<file path="config.mk">
export PLATFORM = sky130hd
export DESIGN_NAME = div_16bit_seq
export DESIGN_NICKNAME = d
export VERILOG_FILES = /design/src/rtl/div_16bit_seq_pkg.sv /design/src/rtl/adder_16bit.sv /design/src/rtl/div_16bit_seq.sv
export SDC_FILE = /design/constraint.sdc
export NUM_CORES = 1
export LEC_CHECK = 0
export ABC_AREA = 1
export CORE_MARGIN = 4
export CORE_UTILIZATION = 45
export CTS_CLUSTER_DIAMETER = 60
export DETAILED_ROUTE_END_ITERATION = 10
export PLACE_DENSITY = 0.73
export SKIP_LAST_GASP = 1
export SYNTH_ARGS = -nofsm -noshare
export SYNTH_HDL_FRONTEND = slang
export SYNTH_SLANG_ARGS = --single-unit
</file>
<file path="constraint.sdc">
create_clock -name clk -period 4.1 [get_ports clk]
set_clock_uncertainty 0.05 [all_clocks]
set_input_delay 0.615 -clock clk [delete_from_list [all_inputs] [get_ports clk]]
set_output_delay 0.615 -clock clk [all_outputs]
set_load 0.02 [all_outputs]
</file>
<file path="src/rtl/div_16bit_seq_pkg.sv">
// Shared definitions for the 16-bit sequential restoring divider:
// FSM state encoding and iteration constants.
package div_16bit_seq_pkg;

  typedef enum logic [1:0] {
    IDLE = 2'd0,
    RUN  = 2'd1,
    DONE = 2'd2
  } state_t;

  localparam int DIV_STEPS = 16;
  localparam logic [3:0] STEP_INIT = 4'(DIV_STEPS - 1);
  localparam logic [15:0] ZERO_DIV_QUOTIENT = 16'hFFFF;

endpackage

</file>
<file path="src/rtl/adder_16bit.sv">
// 16-bit adder/subtractor: mode=1 inverts b, so with cin=1 it computes a-b
// and cout=1 means the subtraction did not borrow.
module adder_16bit (
  input  logic [15:0] a,
  input  logic [15:0] b,
  input  logic        cin,
  input  logic        mode,
  output logic [15:0] sum,
  output logic        cout
);

  logic [15:0] b_eff;
  logic [16:0] total;

  // Operand conditioning and carry-propagating sum
  always_comb begin
    if (mode) begin
      b_eff = ~b;
    end else begin
      b_eff = b;
    end
    total = {1'b0, a} + {1'b0, b_eff} + {16'd0, cin};
  end

  assign sum  = total[15:0];
  assign cout = total[16];

endmodule

</file>
<file path="src/rtl/div_16bit_seq.sv">
// Unsigned 16/16 restoring divider, one quotient bit per cycle MSB first.
// Results are held until the next completion; done pulses as DONE exits.
module div_16bit_seq
  import div_16bit_seq_pkg::*;
(
  input  logic        clk,
  input  logic        rst,
  input  logic        start,
  input  logic [15:0] dividend,
  input  logic [15:0] divisor,
  output logic        busy,
  output logic        done,
  output logic [15:0] quotient,
  output logic [15:0] remainder,
  output logic        div_by_zero
);

  state_t      state;
  logic [15:0] dvs;
  logic [15:0] rem;
  logic [15:0] q;
  logic [3:0]  count;

  logic [15:0] shifted_rem;
  logic [15:0] trial;
  logic        no_borrow;
  logic        accept;
  logic [15:0] next_rem;
  logic [15:0] next_q;

  // The dividend bit entering the remainder comes from the top of q.
  assign shifted_rem = {rem[14:0], q[15]};

  adder_16bit u_sub (
    .a    (shifted_rem),
    .b    (dvs),
    .cin  (1'b1),
    .mode (1'b1),
    .sum  (trial),
    .cout (no_borrow)
  );

  // Restoring step: the bit shifted out of rem counts as an implicit 17th bit
  always_comb begin
    accept = rem[15] | no_borrow;
    if (accept) begin
      next_rem = trial;
    end else begin
      next_rem = shifted_rem;
    end
    next_q = {q[14:0], accept};
  end

  // Control FSM, iteration datapath and registered result outputs
  always_ff @(posedge clk) begin
    if (rst) begin
      state       <= IDLE;
      dvs         <= 16'd0;
      rem         <= 16'd0;
      q           <= 16'd0;
      count       <= 4'd0;
      busy        <= 1'b0;
      done        <= 1'b0;
      quotient    <= 16'd0;
      remainder   <= 16'd0;
      div_by_zero <= 1'b0;
    end else begin
      done <= 1'b0;
      case (state)
        IDLE: begin
          if (start) begin
            busy <= 1'b1;
            if (divisor != 16'd0) begin
              dvs   <= divisor;
              q     <= dividend;
              rem   <= 16'd0;
              count <= STEP_INIT;
              state <= RUN;
            end else begin
              quotient    <= ZERO_DIV_QUOTIENT;
              remainder   <= dividend;
              div_by_zero <= 1'b1;
              state       <= DONE;
            end
          end
        end
        RUN: begin
          rem   <= next_rem;
          q     <= next_q;
          count <= count - 4'd1;
          if (count == 4'd0) begin
            quotient    <= next_q;
            remainder   <= next_rem;
            div_by_zero <= 1'b0;
            state       <= DONE;
          end
        end
        DONE: begin
          busy  <= 1'b0;
          done  <= 1'b1;
          state <= IDLE;
        end
        default: begin
          busy  <= 1'b0;
          state <= IDLE;
        end
      endcase
    end
  end

endmodule

</file>
==> summary.md, run 1 <==
| Metric | Value |
|---|---|
| Critical path peak fanout | `18` |
| Reg area | `around 1800 sq um` |
| Worst min path class | `flop to flop` |
| Peak VDD IR | `between 200 and 250 uV` |
| Mapped Cells | `746` |
| Hold buffer count at CTS | `0` |
| H-tree lvl count | `3` |
| Slew HR | `around a quarter` |
| RSZ-0062 raised after global routing | `no` |
| Post-CTS Resized | `0` |
| Root buf cell | `clkbuf_8` |
| Syn_area_per_cell | `around 6.5 sq um` |
| Worst hold stages | `2` |
| Worst EP arrival | `3.12 ns` |
| Synthesized flop and latch total | `89` |
| P_leak | `2.79 nW` |
| Critical Path Slowest Stage Cell | `a21oi_4` |
| Area added between synthesis and finish | `20.0%` |
| FF-to-FF path depth | `14` |
| Worst setup path class | `flop to flop` |
| CTS tree | `yes` |
| WP data required | `between 4 and 5 ns` |
| FILL cells | `~1,000` |
| RePlAce Congestion | `between 0.9 and 1` |
| Initial antenna violation count | `0` |
| Tot GR Track Use | `20.0%` |
| Status | `finished clean` |
| Max Cap Viol | `0` |
| Fin nets | `852` |
| Starting Density | `a little under half` |
| WL/cell | `around 14 microns` |
| Slowest Stage Delay on Critical Path | `0.54 ns` |
| Core ar. | `between 10,000 and 15,000 sq um` |
| Number of global-route vias before repair | `~4,400` |
| IO Count | `70` |
| Synthesized cell area | `about 4900 sq um` |
| Cell mode on critical path | `nand2_1` |
| Post-DP HPWL | `9.57 mm` |
| TNS Setup | `0 ns` |
| YS warnings | `0` |
| Clk sink count | `89` |
| CTS clk-pin slew, worst paths | `about 0.090 ns` |
| CP Launch Type | `flop` |
| Critical Path End Type | `flop` |
| Final setup viols | `0` |
| Die Span Y | `approximately 110 microns` |
| Share of cells above drive strength 1 | `under 10%` |
| F_max | `349 MHz` |
| Pin count of the biggest net entering global routing | `39` |
| Port Buffers | `69` |
| Footprint of the multi-input gates | `around 2400 sq um` |
| Num CTS Buffers | `9` |
| Die area | `around 13,000 sq um` |
| Cell Area, Placed | `between 5000 and 6000 sq um` |
| Drt pass-1 iters | `6` |
| Fin crit period | `between 2 and 3 ns` |
| Vias/cell | `~5.1` |
| Final Max Tran Viols | `0` |
| ANT cells | `0` |
| Worst-margin pin slew | `around 1.1 ns` |
| Period utilization | `69.8%` |
| Sequential fraction of the synthesis area | `36.6%` |
| Via count | `roughly 4,800` |
| Post-route cell area | `slightly below 6000 sq um` |
| Post-CTS setup buffer count | `0` |
| Final hold violations | `0` |
| Die width | `112 microns` |
| DRC | `0` |
| Grt ovf | `0` |
| Dpl cells | `924` |
| Synth cell types | `32` |
| Worst path cell trace | `inv_1, ha_1, fa_1, inv_1, nand2_1, nand2_1, nand3_1, nand2_2, nand3_4, a21oi_4, nand2_1, nand3_1, nand2_1, inv_1` |
| Cell Pwr Density | `~470 nW/um^2` |
| Finished Layout Cells | `940` |
| Final ANT Viol Nets | `0` |
| Row count | `37` |
| Mapped Nets | `799` |
| Clk_lat worst skew | `about 0.36 ns` |
| Clock buffer depth | `2` |
| Starting DRT DRC Count | `roughly 300` |
| First-pass GRT wire length | `20.5 mm` |
| Drt total wl | `between 10 and 15 mm` |
layer usage:
metal	global-route usage, %	vias to the layer above	wire, microns
li1	-	2474	-
met4	5.29	0	212
met5	0	-	0
met2	34.7	167	6010
met3	4.24	17	919
met1	25.2	2108	5690
final timing paths:
check                       startpoint                   endpoint  slack [ns]
max                 q[15]$_SDFFE_PP0P_  remainder[5]$_SDFFE_PP0P_        1.24
min          quotient[11]$_SDFFE_PP0P_  quotient[11]$_SDFFE_PP0P_        0.40
max reg2reg         q[15]$_SDFFE_PP0P_  remainder[5]$_SDFFE_PP0P_        1.24
min reg2reg  quotient[11]$_SDFFE_PP0P_  quotient[11]$_SDFFE_PP0P_        0.40
synth_stat cells:
library cell  count  area, sq um
o21ai_1           1         5.00
nor3_4            1         16.3
inv_1           140          526
xnor2_1           2         17.5
dfxtp_1          89         1780
nand3_4           1         17.5
ha_1             17          213
o21ai_0          50          250
buf_4             1         7.51
nand3_1          51          255
clkinv_1          1         3.75
or2_2             3         18.8
clkbuf_1         23         86.3
buf_2             7         35.0
a21oi_2           1         8.76
inv_2             1         3.75
nand4_1          18          113
and2_1            2         12.5
nand3b_1          2         15.0
a221oi_1          1         8.76
a31oi_1          16          100
buf_6             1         11.3
buf_1             2         7.51
o21ai_2           1         8.76
nand2_1         192          721
nand2_2           4         25.0
a21oi_1          75          375
fa_1              1         20.0
nor3_1            5         25.0
a21oi_4           1         16.3
xor2_1            5         43.8
nor2_1           31          116
worst max-delay path: cells and delay by family (launching register included):
| family | cells | cell delay (ns) |
|---|---|---|
| fa+ha+maj | 2 | 0.63 |
| compound gates | 1 | 0.54 |
| simple gates | 8 | 0.98 |
| buf+inv | 3 | 0.24 |
| flops | 1 | 0.36 |
kinds of logic (layout without fill, tap and decap cells):
family                   after synthesis  count (layout)  synth area share [%]
AND/OR/NAND/NOR                      310             310                  27.4
adder cells (fa/ha/maj)               18              18                  4.78
flip-flops                            89              89                  36.6
AO/OA/AOI/OAI                        146             146                  15.9
XOR/XNOR                               7               7                  1.26
buffers and inverters                176             234                  14.0
cells in the final DEF, fill, tap and decap left out, drive strengths merged, types with 2 or more instances in the layout:
master	synthesis	layout
a21oi	77	77
a31oi	16	16
and2	2	2
buf	11	7
clkbuf	23	11
clkdlybuf4s50	0	69
clkinvlp	0	2
dfxtp	89	89
ha	17	17
inv	141	143
nand2	196	196
nand3	52	52
nand3b	2	2
nand4	18	18
nor2	31	31
nor3	6	6
o21ai	52	52
or2	3	3
xnor2	2	2
xor2	5	5
area by class of cell:
type / count / area share (%)
multi-input combinational: 481 / 41.2
clock inverter: 5 / 1.07
sequential: 89 / 30.5
inverter: 142 / 9.13
timing repair buffer: 76 / 12.7
clock buffer: 11 / 2.42
tap: 136 / 2.92
state kept, by name (all words and copies together) (netlist names):
name / count
busy: 1
count: 4
div_by_zero: 1
done: 1
dvs: 16
q: 16
quotient: 16
rem: 16
remainder: 16
state: 2
metrics by stage:
stage                     util [%]  hold WS (ns)  worst slack, ns  power [mW]
final                         56.0         0.402             1.24        2.77
after global placement        54.1         0.387             1.14        2.12
after floorplan                  -         0.374             1.97        1.82
after CTS                     56.0         0.405             1.26        2.78
after global routing          56.0         0.421             1.03        2.96
after detailed placement      54.1         0.390             1.01        2.15
power by group:
part / total, mW / internal [mW] / switching, mW / leakage [nW]
registers: 1.06 / 0.987 / 0.0729 / 0.732
clock network: 0.631 / 0.303 / 0.328 / 0.0966
logic: 1.08 / 0.391 / 0.687 / 1.96
total: 2.77 / 1.68 / 1.09 / 2.79
No activity file was read; power rests on OpenSTA's default activity.
==> run 2: changes to the inputs <==
--- a/config.mk
+++ b/config.mk
@@ -10,7 +10,7 @@
 export CORE_UTILIZATION = 45
 export CTS_CLUSTER_DIAMETER = 60
 export DETAILED_ROUTE_END_ITERATION = 10
-export PLACE_DENSITY = 0.73
+export PLACE_DENSITY = 0.76
 export SKIP_LAST_GASP = 1
 export SYNTH_ARGS = -nofsm -noshare
 export SYNTH_HDL_FRONTEND = slang
==> constraint.sdc (replaced) <==
create_clock -name clk -period 2.58 [get_ports clk]
set_clock_uncertainty 0.05 [all_clocks]
set_input_delay 0.387 -clock clk [delete_from_list [all_inputs] [get_ports clk]]
set_output_delay 0.387 -clock clk [all_outputs]
set_load 0.02 [all_outputs]
==> run 2 against run 1 <==
Sequential power up 58%. Combinational power increased by 62%. Fmax grew 20%. Flip-flop and latch count unchanged. Hold slack worse by 0.0041 ns. Register-to-register slack worse by 1.0 ns. Global-route usage increased by 0.29 points. Non-clock buffer count grew 8. First-iteration DRC count down 3.3%. Critical path depth rose by 1. Critical path type unchanged. Highest routed layer unchanged.
==> summary.md, run 2 (synthesis results as in run 1) <==
| Metric | Value |
|---|---|
| Worst hold stages | `2` |
| WP data required | `about 2.8 ns` |
| Hold EP | `quotient[5]$_SDFFE_PP0P_` |
| Area added between synthesis and finish | `21.2%` |
| Reg2reg end | `rem[11]$_SDFFE_PP0P_` |
| Status | `finished clean` |
| Post-CTS setup buffer count | `0` |
| Drt pass-1 iters | `5` |
| Final hold violations | `0` |
| RSZ-0062 raised after global routing | `no` |
| FF-to-FF path depth | `15` |
| CTS tree | `yes` |
| Drt total wl | `roughly 13 mm` |
| Post-DP HPWL | `9.65 mm` |
| TNS Setup | `0 ns` |
| Final Max Tran Viols | `0` |
| Die area | `~13,000 sq um` |
| Switching pwr | `between 1.5 and 2 mW` |
| Clock power share | `about a fifth` |
| Critical Path End Type | `flop` |
| Grt ovf | `0` |
| Share of cells above drive strength 1 | `5.42%` |
| Port Buffers | `between 60 and 70` |
| Clk sink count | `89` |
| Met2 WL | `between 5 and 6 mm` |
| Comb pwr share | `40.7%` |
| Num CTS Buffers | `9` |
| Starting Density | `46.7%` |
| Critical path peak fanout | `17` |
| Switching portion of total power | `about two fifths` |
| Met3 Wirelength | `779 microns` |
| Period utilization | `92.4%` |
| Worst EP arrival | `2.65 ns` |
| Most common cell after layout, fill and taps aside | `nand2_1` |
| DRC | `0` |
| Final setup viols | `0` |
| Sequential Power Share | `slightly below 40%` |
| Fin crit period | `about 2.4 ns` |
| First-pass GRT wire length | `roughly 21 mm` |
| Max Cap Viol | `0` |
| Initial antenna violation count | `0` |
| Vias/cell | `5.05` |
| RePlAce Congestion | `between 0.8 and 0.9` |
| CTS clk-pin slew, worst paths | `0.09 ns` |
| Hold buffer count at CTS | `0` |
| IO Count | `70` |
| Worst-margin pin slew | `about 0.57 ns` |
| Core ar. | `approximately 10,000 sq um` |
| F_max | `around 420 MHz` |
| FILL cells | `~1,000` |
| Slew HR | `61.5%` |
| Clock buffer depth | `2` |
| Die width | `around 110 microns` |
| Final Power | `between 4 and 5 mW` |
| Worst setup path class | `flop to flop` |
| WL met1 | `between 5 and 6 mm` |
| Via count | `approximately 4,800` |
| Pint | `~2.6 mW` |
| CP startpoint | `q[15]$_SDFFE_PP0P_` |
| WL/cell | `roughly 13 microns` |
| Flop-to-flop setup slack | `roughly 0.20 ns` |
| Hold Path Origin | `quotient[5]$_SDFFE_PP0P_` |
| Commonest non-fill, non-tap cells in the layout | `192 x nand2_1, 140 x inv_1, 89 x dfxtp_1` |
| Final ANT Viol Nets | `0` |
| P_leak | `between 2 and 3 nW` |
| ANT cells | `0` |
| Die Span Y | `112 microns` |
| Post-CTS Resized | `0` |
| Peak VDD IR | `roughly 280 uV` |
| H-tree lvl count | `3` |
| Starting DRT DRC Count | `between 200 and 300` |
| Worst min path class | `flop to flop` |
| Row count | `37` |
| Clk_lat worst skew | `approximately 0.36 ns` |
| RR Startpoint | `q[15]$_SDFFE_PP0P_` |
| CP Launch Type | `flop` |
| Root buf cell | `clkbuf_8` |
| Tot GR Track Use | `around a fifth` |
| Top Metal Used | `met4` |
| Fin nets | `between 800 and 900` |
| Cell Pwr Density | `roughly 730 nW/um^2` |
| Number of global-route vias before repair | `around 4,500` |
| Pin count of the biggest net entering global routing | `45` |
-- run 2: area by class of cell --
cell class,instances,area (sq um),share of cell area [%]
multi-input cells,481,2400,40.8
flip-flops and latches,89,1780,30.2
repair buffers,84,836,14.2
inverters,142,533,9.04
well taps,136,170,2.89
clock buffers,10,128,2.16
clock inverters,6,42.5,0.722
-- run 2: worst max path at each step --
stage	end	slack, ns	depth (start not counted)
after global routing	remainder[11]$_SDFFE_PP0P_	0.0008	15
after CTS	rem[11]$_SDFFE_PP0P_	0.14	15
after floorplan	rem[6]$_SDFFE_PP0P_	0.45	15
after detailed placement	rem[11]$_SDFFE_PP0P_	0.18	15
final	rem[11]$_SDFFE_PP0P_	0.20	15
after global placement	rem[0]$_SDFFE_PP0P_	0.18	15
-- run 2: power groups by stage --
stage	logic (mW)	registers [mW]	clock network, mW
CTS	1.75	1.68	0.893
global route	1.96	1.71	0.946
finish	1.75	1.68	0.872
detailed placement	1.74	1.71	0
floorplan	1.11	1.78	0
global placement	1.72	1.71	0
-- run 2: metrics by stage --
step	instance area [sq um]	setup WS, ns	std cells	hold WS, ns	util [%]
CTS	5890	0.140	948	0.401	56.5
global route	5900	0.000839	948	0.418	56.6
detailed placement	5720	0.181	932	0.387	54.9
finish	5900	0.195	948	0.398	56.6
global placement	5720	0.177	932	0.385	54.9
floorplan	4860	0.451	746	0.374	-
-- run 2: layer usage --
metal  GRT usage [%]  vias to the layer above
li1                -                     2488
met1            26.1                     2135
met2            34.8                      152
met3            3.80                       16
met4            5.85                        0
met5               0                        -
-- run 2: worst max-delay path, cell delays in order (launching register included) --
cell and delay (ns):
dfxtp_1 0.38, inv_1 0.07, ha_1 0.22, fa_1 0.40
inv_1 0.11, nand2_1 0.06, nand2_1 0.07, nand3_1 0.10
nand2_2 0.14, nand3_4 0.09, a21oi_4 0.15, buf_8 0.19
nand2_1 0.12, nand3_1 0.08, nand2_1 0.05, inv_1 0.05
